## config.mk

```make
export PLATFORM = sky130hd
export DESIGN_NAME = proc_run_ctrl
export DESIGN_NICKNAME = d
export VERILOG_FILES = /design/src/rtl/proc_ctrl_pkg.sv /design/src/rtl/proc_run_timer.sv /design/src/rtl/proc_run_ctrl.sv
export SDC_FILE = /design/constraint.sdc
export NUM_CORES = 1
export LEC_CHECK = 0
export CORE_MARGIN = 5
export CORE_UTILIZATION = 45
export DETAILED_ROUTE_END_ITERATION = 8
export GPL_TIMING_DRIVEN = 0
export HOLD_SLACK_MARGIN = 0.08
export PLACE_DENSITY = 0.75
export SLEW_MARGIN = 20
export SYNTH_ARGS = -nofsm -noshare
export SYNTH_HDL_FRONTEND = slang
export SYNTH_SLANG_ARGS = --single-unit
```

## constraint.sdc

```tcl
create_clock -name clock -period 2.5 [get_ports clock]
set_clock_uncertainty 0.05 [all_clocks]
set_input_delay 0.25 -clock clock [delete_from_list [all_inputs] [get_ports clock]]
set_output_delay 0.25 -clock clock [all_outputs]
set_load 0.02 [all_outputs]
```

## src/rtl/proc_ctrl_pkg.sv

```systemverilog
// Shared types and default widths for the processor run controller.
package proc_ctrl_pkg;

  typedef enum logic [1:0] {
    ST_IDLE,
    ST_LOAD,
    ST_RUN,
    ST_DUMP
  } state_e;

  localparam int unsigned ADDR_W_DEF = 9;
  localparam int unsigned DATA_W_DEF = 32;
  localparam int unsigned RID_W_DEF  = 4;
  localparam int unsigned NREGS_DEF  = 16;
  localparam int unsigned CYC_W_DEF  = 16;

endpackage

```

## src/rtl/proc_run_timer.sv

```systemverilog
// Loadable saturating down-counter; expired_o is high once the count reaches zero.
module proc_run_timer #(
  parameter int unsigned W = 16
) (
  input  logic         clk_i,
  input  logic         rst_ni,
  input  logic         load_i,
  input  logic [W-1:0] load_val_i,
  input  logic         en_i,
  output logic         expired_o
);

  logic [W-1:0] cnt_q, cnt_d;

  always_comb begin
    cnt_d = cnt_q;
    if (load_i) begin
      cnt_d = load_val_i;
    end else if (en_i && (cnt_q != '0)) begin
      cnt_d = cnt_q - W'(1);
    end
  end

  always_ff @(posedge clk_i or negedge rst_ni) begin
    if (!rst_ni) begin
      cnt_q <= '0;
    end else begin
      cnt_q <= cnt_d;
    end
  end

  assign expired_o = (cnt_q == '0);

endmodule

```

## src/rtl/proc_run_ctrl.sv

```systemverilog
// Load / run / register-dump sequencer for the single-cycle processor core.
module proc_run_ctrl
  import proc_ctrl_pkg::*;
#(
  parameter int unsigned ADDR_W = ADDR_W_DEF,
  parameter int unsigned DATA_W = DATA_W_DEF,
  parameter int unsigned RID_W  = RID_W_DEF,
  parameter int unsigned NREGS  = NREGS_DEF,
  parameter int unsigned CYC_W  = CYC_W_DEF
) (
  input  logic              clock,
  input  logic              reset_n,
  input  logic              start,
  input  logic [ADDR_W-1:0] prog_len,
  input  logic [CYC_W-1:0]  run_cycles,
  output logic              src_req,
  output logic [ADDR_W-1:0] src_addr,
  input  logic              src_valid,
  input  logic [DATA_W-1:0] src_data,
  output logic [ADDR_W-1:0] addr,
  output logic              wEn,
  output logic [DATA_W-1:0] wDat,
  output logic              working,
  output logic [RID_W-1:0]  rID,
  input  logic [DATA_W-1:0] rdata,
  output logic              dump_valid,
  input  logic              dump_ready,
  output logic [RID_W-1:0]  dump_id,
  output logic [DATA_W-1:0] dump_data,
  output logic              busy,
  output logic              done
);

  localparam logic [RID_W-1:0] LAST_ID = RID_W'(NREGS - 1);

  state_e            state_q, state_d;
  logic [ADDR_W-1:0] len_q, src_addr_q, buf_idx_q, addr_q;
  logic [DATA_W-1:0] buf_dat_q, wdat_q, dump_data_q;
  logic [RID_W-1:0]  rid_q, dump_id_q;
  logic              run_zero_q, acc_done_q, buf_vld_q, wen_q;
  logic              dump_valid_q, done_q;
  logic              start_acc, accept, last_write, dump_hs, timer_expired;
  logic [CYC_W-1:0]  timer_val;

  assign start_acc  = (state_q == ST_IDLE) && start;
  assign accept     = src_req && src_valid;
  assign last_write = wen_q && (addr_q == len_q - ADDR_W'(1));
  assign dump_hs    = dump_valid_q && dump_ready;
  // Timer is loaded at start with R-1 so it expires on the last working cycle.
  assign timer_val  = (run_cycles == '0) ? '0 : run_cycles - CYC_W'(1);

  proc_run_timer #(.W(CYC_W)) u_timer (
    .clk_i      (clock),
    .rst_ni     (reset_n),
    .load_i     (start_acc),
    .load_val_i (timer_val),
    .en_i       (state_q == ST_RUN),
    .expired_o  (timer_expired)
  );

  always_ff @(posedge clock or negedge reset_n) begin
    if (!reset_n) begin
      state_q <= ST_IDLE;
    end else begin
      state_q <= state_d;
    end
  end

  always_comb begin
    state_d = state_q;
    unique case (state_q)
      ST_IDLE: if (start) begin
        if (prog_len != '0)        state_d = ST_LOAD;
        else if (run_cycles != '0) state_d = ST_RUN;
        else                       state_d = ST_DUMP;
      end
      ST_LOAD: if (last_write)    state_d = run_zero_q ? ST_DUMP : ST_RUN;
      ST_RUN:  if (timer_expired) state_d = ST_DUMP;
      ST_DUMP: if (done_q)        state_d = ST_IDLE;
      default:                    state_d = ST_IDLE;
    endcase
  end

  always_comb begin
    src_req = (state_q == ST_LOAD) && !acc_done_q;
    working = (state_q == ST_RUN);
    busy    = (state_q != ST_IDLE);
  end

  // Accepted words pass through a one-entry buffer before the imem write.
  always_ff @(posedge clock or negedge reset_n) begin
    if (!reset_n) begin
      len_q      <= '0;
      run_zero_q <= 1'b0;
      src_addr_q <= '0;
      acc_done_q <= 1'b0;
      buf_vld_q  <= 1'b0;
      buf_idx_q  <= '0;
      buf_dat_q  <= '0;
      wen_q      <= 1'b0;
      addr_q     <= '0;
      wdat_q     <= '0;
    end else begin
      if (start_acc) begin
        len_q      <= prog_len;
        run_zero_q <= (run_cycles == '0);
        src_addr_q <= '0;
        acc_done_q <= 1'b0;
      end else if (accept) begin
        if (src_addr_q == len_q - ADDR_W'(1)) acc_done_q <= 1'b1;
        else                                  src_addr_q <= src_addr_q + ADDR_W'(1);
      end
      buf_vld_q <= accept;
      if (accept) begin
        buf_idx_q <= src_addr_q;
        buf_dat_q <= src_data;
      end
      wen_q <= buf_vld_q;
      if (buf_vld_q) begin
        addr_q <= buf_idx_q;
        wdat_q <= buf_dat_q;
      end
    end
  end

  // Each register: one settle cycle after rID changes, then capture and hold.
  always_ff @(posedge clock or negedge reset_n) begin
    if (!reset_n) begin
      rid_q        <= '0;
      dump_valid_q <= 1'b0;
      dump_id_q    <= '0;
      dump_data_q  <= '0;
      done_q       <= 1'b0;
    end else if (state_q != ST_DUMP) begin
      rid_q        <= '0;
      dump_valid_q <= 1'b0;
      done_q       <= 1'b0;
    end else if (done_q) begin
      done_q <= 1'b0;
    end else if (dump_hs) begin
      dump_valid_q <= 1'b0;
      if (rid_q == LAST_ID) done_q <= 1'b1;
      else                  rid_q  <= rid_q + RID_W'(1);
    end else if (!dump_valid_q) begin
      dump_valid_q <= 1'b1;
      dump_id_q    <= rid_q;
      dump_data_q  <= rdata;
    end
  end

  assign src_addr   = src_addr_q;
  assign addr       = addr_q;
  assign wEn        = wen_q;
  assign wDat       = wdat_q;
  assign rID        = rid_q;
  assign dump_valid = dump_valid_q;
  assign dump_id    = dump_id_q;
  assign dump_data  = dump_data_q;
  assign done       = done_q;

endmodule

```

==> run summary, run 1 <==
RR Startpoint = len_q[0]
ys flop type = dfrtp_1
Synth Instances = 681
Clock Sinks = 164
P per Cell Area = 1170 mW/mm^2
Async SR Flop Fraction = 1.00
Seq cells post-synth = 164
layout cells sized above 1 = 0.186
fin. max-slew vios = 0
Reg clk slew, reported paths = 0.07 ns
post-synthesis cell area = 0.00754 sq mm
crit start category = flip-flop
average vias per placed instance = 5.13
status = complete, but fails checks
vias = 5,835
Final WS setup = -0.0718 ns
Detailed Routing Iterations Pass 1 = 4
Ys Warns = 0
WL final = 18.6 mm
Root Driver = clkbuf_16
syn_nets = 786
clock network latency to the later pin of the worst-skew pair = 0.42 ns
Post-synth EDFFs = 0
Layout Nets = 1,009
final setup fails = 5
unrepaired setup endpoints after global routing = yes
Worst Path Arrival = 2.83 ns
CP startpoint = len_q[0]
first-pass GRT wire length = 30.1 mm
Syn Area/Cell = 11.1 sq um
# DRC = 0
Core Box Area = 0.0165 sq mm
final instance area = 0.0106 sq mm
Die W = 139 microns
clk buf depth = 2
vias in the first global route = 5,895
WS Path Type = flip-flop to flip-flop
sequential-to-total area share from yosys stat = 0.544
max_cap viols = 0
largest area contributor in the netlist = dfrtp_1
FMAX = 389 MHz
total CTS buffers = 17
CTS tree = yes
Die Y = 139 microns
initial antenna violation count = 0
Rel. slew slack = 0.540
LEAKAGE = 4.61 nW
critical path fanouts, max = 7
Overflow after GRT = 0
Initial DRC Count = 243
Synth area leaders = dfrtp_1 (54%), mux2_2 (12%), nand2_1 (8.1%)
H-tree depth = 4
failing checks = negative setup slack
WL/cell = 16.4 microns
Peak supply drop = 0.585 mV
slew at the pin closest to its max-slew limit = 0.691 ns
PortBufs = 189
n_diodes = 0
Starting Density = 0.456
Tcrit/Tclk final = 1.03
Syn-to-layout area delta = 40.7%
antenna viol nets, final = 0
global-route usage over all layers = 0.191
Placed Area = 0.00974 sq mm
synth unique cells = 58
required time of the critical path = 2.76 ns
GPL Wtd Cong = 0.828
largest net degree at the start of global routing = 89
die area = 0.0194 sq mm
crit path capture type = flip-flop
hold_sp = src_data[19]
HP Class = input port to flip-flop
std cell rows = 47
post-layout util = 0.642
Fin. Hold Viols = 0
post-synth top area share = 0.544
io pins = 190
Final Critical Period = 2.57 ns
post-DP HPWL = 13.5 mm
## critical path, stage by stage, from the launching register on
cell and delay, ns:
dfrtp_2 0.42, inv_2 0.08, ha_4 0.13, or4b_4 0.50
o41a_1 0.34, nor3b_2 0.24, o2111a_2 0.32, buf_6 0.15
nor4_2 0.05, o21a_1 0.17
## per-layer routing
layer | global-route usage | up-vias | share of wire
met4 | 0.0659 | 0 | 0.014
met2 | 0.305 | 185 | 0.47
met3 | 0.0590 | 21 | 0.077
li1 | - | 2803 | -
met5 | 0 | - | 0
met1 | 0.247 | 2826 | 0.43
## final cells by class
class	count	area, sq um
Fill cell	1347	5920
Tap cell	220	275
Sequential cell	164	4110
Timing Repair Buffer	204	2040
Inverter	14	52.6
Clock inverter	14	168
Clock buffer	18	439
Multi-Input combinational cell	471	3350
Buffer	32	181
## repair_timing
item | CTS | global route
endpoints found under the setup margin | 56 | 49
hold buffers | 1 | 0
buffers inserted | 7 | 5
endpoints found under the hold margin | 87 | 0
resized for setup | 17 | 19
pin swaps | 8 | 14
gates cloned | 1 | 0
## report_power, final
part           total [W]  internal, W  switching (W)
Sequential       0.00432      0.00368       0.000643
Clock            0.00266      0.00153        0.00113
Combinational    0.00545      0.00276        0.00269
Total             0.0124      0.00798        0.00446
## synthesized netlist by cell type (all sizes together) (3+ instances only)
master	number
dfrtp	164
nand2	163
mux2	77
xnor2	35
clkbuf	21
nor2	18
nor3	16
nor4	15
inv	14
xor2	14
o21ai	13
o22ai	13
a21oi	12
ha	11
buf	10
or4	7
mux2i	6
nand3	6
and2	5
nand2b	5
nor2b	5
o31ai	5
and3	4
nand4	4
o211ai	4
or3	4
nor3b	3
o2111ai	3
## cell families (layout without fill, tap and decap cells)
logic type	count (synthesis)	in the layout	synth area share
AO/OA/AOI/OAI	64	64	0.0584
XOR/XNOR	50	50	0.0601
adder cells (fa/ha/maj)	11	11	0.0183
buffers and inverters	46	282	0.0304
flip-flops	164	164	0.544
multiplexers	83	83	0.123
AND/OR/NAND/NOR	263	263	0.165
## path summary, 6_finish.rpt
path	slack, ns	depth (start not counted)	end
worst max-delay path	-0.07	9	src_addr[6]
worst min-delay path	0.29	3	buf_dat_q[19]
worst max register to register	-0.07	9	src_addr[6]
worst min register to register	0.32	0	wEn
max in group asynchronous	1.21	3	wDat[31]
min in group asynchronous	0.37	2	dump_data[27]
## per-stage QoR
stage	setup slack [ns]	TNS, ns	instances	total power [W]	hold slack, ns
floorplan	0.0429	0	681	0.00746	-0.0956
global placement	-5.63	-925.91	1090	0.00941	0.303
detailed placement	-0.435	-8.32	1091	0.00954	0.253
CTS	-0.0509	-0.0924	1132	0.0124	0.278
global route	-0.159	-1.09	1137	0.0132	0.283
finish	-0.0718	-0.182	1137	0.0124	0.294
## state kept, by name (all words and copies together), names as in the netlist, 2 cells and up
name,flops
buf_dat_q,32
dump_data,32
wDat,32
u_timer.cnt_q,16
addr,9
buf_idx_q,9
len_q,9
src_addr,9
dump_id,4
rID,4
state_q,2
## cell usage in the layout (no fill, tap or decap), types with 5 or more instances in the layout
| cell type | Yosys | routed |
|---|---|---|
| clkdlybuf4s50_1 | 0 | 188 |
| dfrtp_1 | 164 | 163 |
| nand2_1 | 163 | 162 |
| mux2_2 | 77 | 77 |
| xnor2_1 | 35 | 34 |
| clkbuf_1 | 20 | 19 |
| nor2_1 | 18 | 17 |
| clkbuf_16 | 0 | 17 |
| nor3_1 | 16 | 16 |
| xor2_1 | 14 | 13 |
| inv_1 | 14 | 12 |
| o22ai_1 | 12 | 12 |
| buf_4 | 0 | 12 |
| a21oi_1 | 12 | 11 |
| nor4_1 | 13 | 10 |
| o21ai_0 | 12 | 9 |
| ha_1 | 11 | 9 |
| buf_6 | 6 | 7 |
| nand3_1 | 6 | 6 |
| mux2i_1 | 6 | 6 |
| and2_1 | 5 | 5 |
| nand2b_1 | 5 | 5 |
| or4_1 | 5 | 5 |
Note: power is estimated with default switching activity, not from simulation.
==> inputs of run 2 (changes only) <==
CORE_UTILIZATION = 49   (was 45)
PLACE_DENSITY = 0.78   (was 0.75)
clock period = 2.7 ns   (was 2.5 ns; I/O delays follow)
==> run 2 against run 1 <==
Net effect: the run now ends clean; count of clock-buffer cells in the layout is the same; final area decreased by 1.7%; worst setup slack better by 0.12 ns.
==> run summary, run 2 (synthesis gave the netlist of run 1 again) <==
status = complete, no violations
Multi-input gate area = 0.00324 sq mm
std cell rows = 45
Tcrit/Tclk final = 0.983
Clock Sinks = 164
max_cap viols = 0
PortBufs = 189
# DRC = 0
CTS tree = yes
critical path fanouts, max = 7
largest net degree at the start of global routing = 96
post-layout util = 0.688
Core Box Area = 0.0151 sq mm
flop2flop setup slack = 0.05 ns
Detailed Routing Iterations Pass 1 = 4
Reg clk slew, reported paths = 0.07 ns
CP startpoint = len_q[0]
Overflow after GRT = 0
first-pass GRT wire length = 29.6 mm
H-tree depth = 4
LEAKAGE = 4.56 nW
clk buf depth = 2
total CTS buffers = 17
Die W = 134 microns
worst hold stages = 3
RR Endpoint = src_addr[6]
Root Driver = clkbuf_16
most common cell after layout, fill and taps aside = clkdlybuf4s50_1
required time of the critical path = 2.97 ns
most frequent cells in the layout = clkdlybuf4s50_1 (188), dfrtp_1 (163), nand2_1 (162)
io pins = 190
vias = 5,746
HP Class = input port to flip-flop
layout cells sized above 1 = 0.162
WL/cell = 16.7 microns
Reg2Reg Depth = 9
fin. max-slew vios = 0
WS Path Type = flip-flop to flip-flop
WL final = 18.3 mm
Starting Density = 0.498
Syn-to-layout area delta = 38.2%
hold_sp = src_data[4]
final setup fails = 0
Worst Path Arrival = 2.92 ns
slew at the pin closest to its max-slew limit = 0.733 ns
unrepaired setup endpoints after global routing = yes
Layout Nets = 1,003
RR Startpoint = len_q[0]
Fin. Hold Viols = 0
global-route usage over all layers = 0.206
antenna viol nets, final = 0
crit path capture type = flip-flop
FF+latch area = 0.00411 sq mm
GPL Wtd Cong = 0.816
Setup TNS = 0 ns
Rel. slew slack = 0.511
Final Critical Period = 2.65 ns
Peak supply drop = 0.648 mV
crit start category = flip-flop
n_diodes = 0
average vias per placed instance = 5.23
# fillers = 1,168
vias in the first global route = 5,800
Initial DRC Count = 263
initial antenna violation count = 0
clock network latency to the later pin of the worst-skew pair = 0.42 ns
P per Cell Area = 1100 mW/mm^2
hold endpoint = buf_dat_q[4]
die area = 0.0180 sq mm
FMAX = 377 MHz
post-DP HPWL = 13.5 mm
Die Y = 134 microns
-- run 2: power by group --
| part | leakage [nW] | internal [W] | total (W) | switching (W) |
|---|---|---|---|---|
| sequential | 2.08 | 0.00341 | 0.00399 | 0.000580 |
| clock | 0.302 | 0.00149 | 0.00254 | 0.00105 |
| combinational | 2.18 | 0.00244 | 0.00490 | 0.00246 |
-- run 2: worst max path at each step --
stage                             end  slack [ns]
after floorplan           src_addr[3]        0.19
after CTS                 src_addr[6]       0.009
after global placement       wDat[18]       -5.41
after global routing      src_addr[5]       -0.02
after detailed placement  src_addr[3]       -0.23
final                     src_addr[6]        0.05
-- run 2: stage by stage --
stage | total power, W | cells | worst slack, ns | instance area (sq um) | hold WS, ns
after global placement | 0.00870 | 1058 | -5.41 | 9670 | 0.304
after detailed placement | 0.00884 | 1059 | -0.232 | 9700 | 0.301
after global routing | 0.0121 | 1099 | -0.0201 | 10400 | 0.303
final | 0.0114 | 1099 | 0.0458 | 10400 | 0.318
after CTS | 0.0115 | 1092 | 0.00912 | 10300 | 0.300
after floorplan | 0.00690 | 681 | 0.187 | 7540 | -0.0756
-- run 2: layer usage --
| layer | track usage | vias up | wire (microns) |
|---|---|---|---|
| li1 | - | 2782 | - |
| met3 | 0.0776 | 16 | 1440 |
| met5 | 0 | - | 0 |
| met2 | 0.332 | 167 | 8810 |
| met4 | 0.0526 | 0 | 218 |
| met1 | 0.266 | 2781 | 7860 |
-- run 2: worst max-delay path: stages, from the launching register on --
cell	delay (ns)
dfrtp_2	0.43
inv_1	0.12
ha_4	0.16
or4b_4	0.50
o41a_1	0.35
nor3b_2	0.23
o2111a_2	0.33
buf_6	0.15
nor4_1	0.05
o21a_1	0.17
-- run 2: area by class of cell --
cell class	count	share of cell area
Sequential cell	164	0.394
Multi-Input combinational cell	471	0.311
Timing Repair Buffer	198	0.191
Clock buffer	18	0.0412
Tap cell	188	0.0226
Clock inverter	14	0.0181
Buffer	32	0.0173
Inverter	14	0.00504
-- run 2: timing repair --
action / 4_1_cts / 5_1_grt
gates resized for setup: 5 / 8
setup endpoints to repair: 8 / 11
endpoints found under the hold margin: 94 / 0
setup buffers: 0 / 6
pin swaps: 2 / 4
hold buffers: 1 / 0
gates cloned: 0 / 1
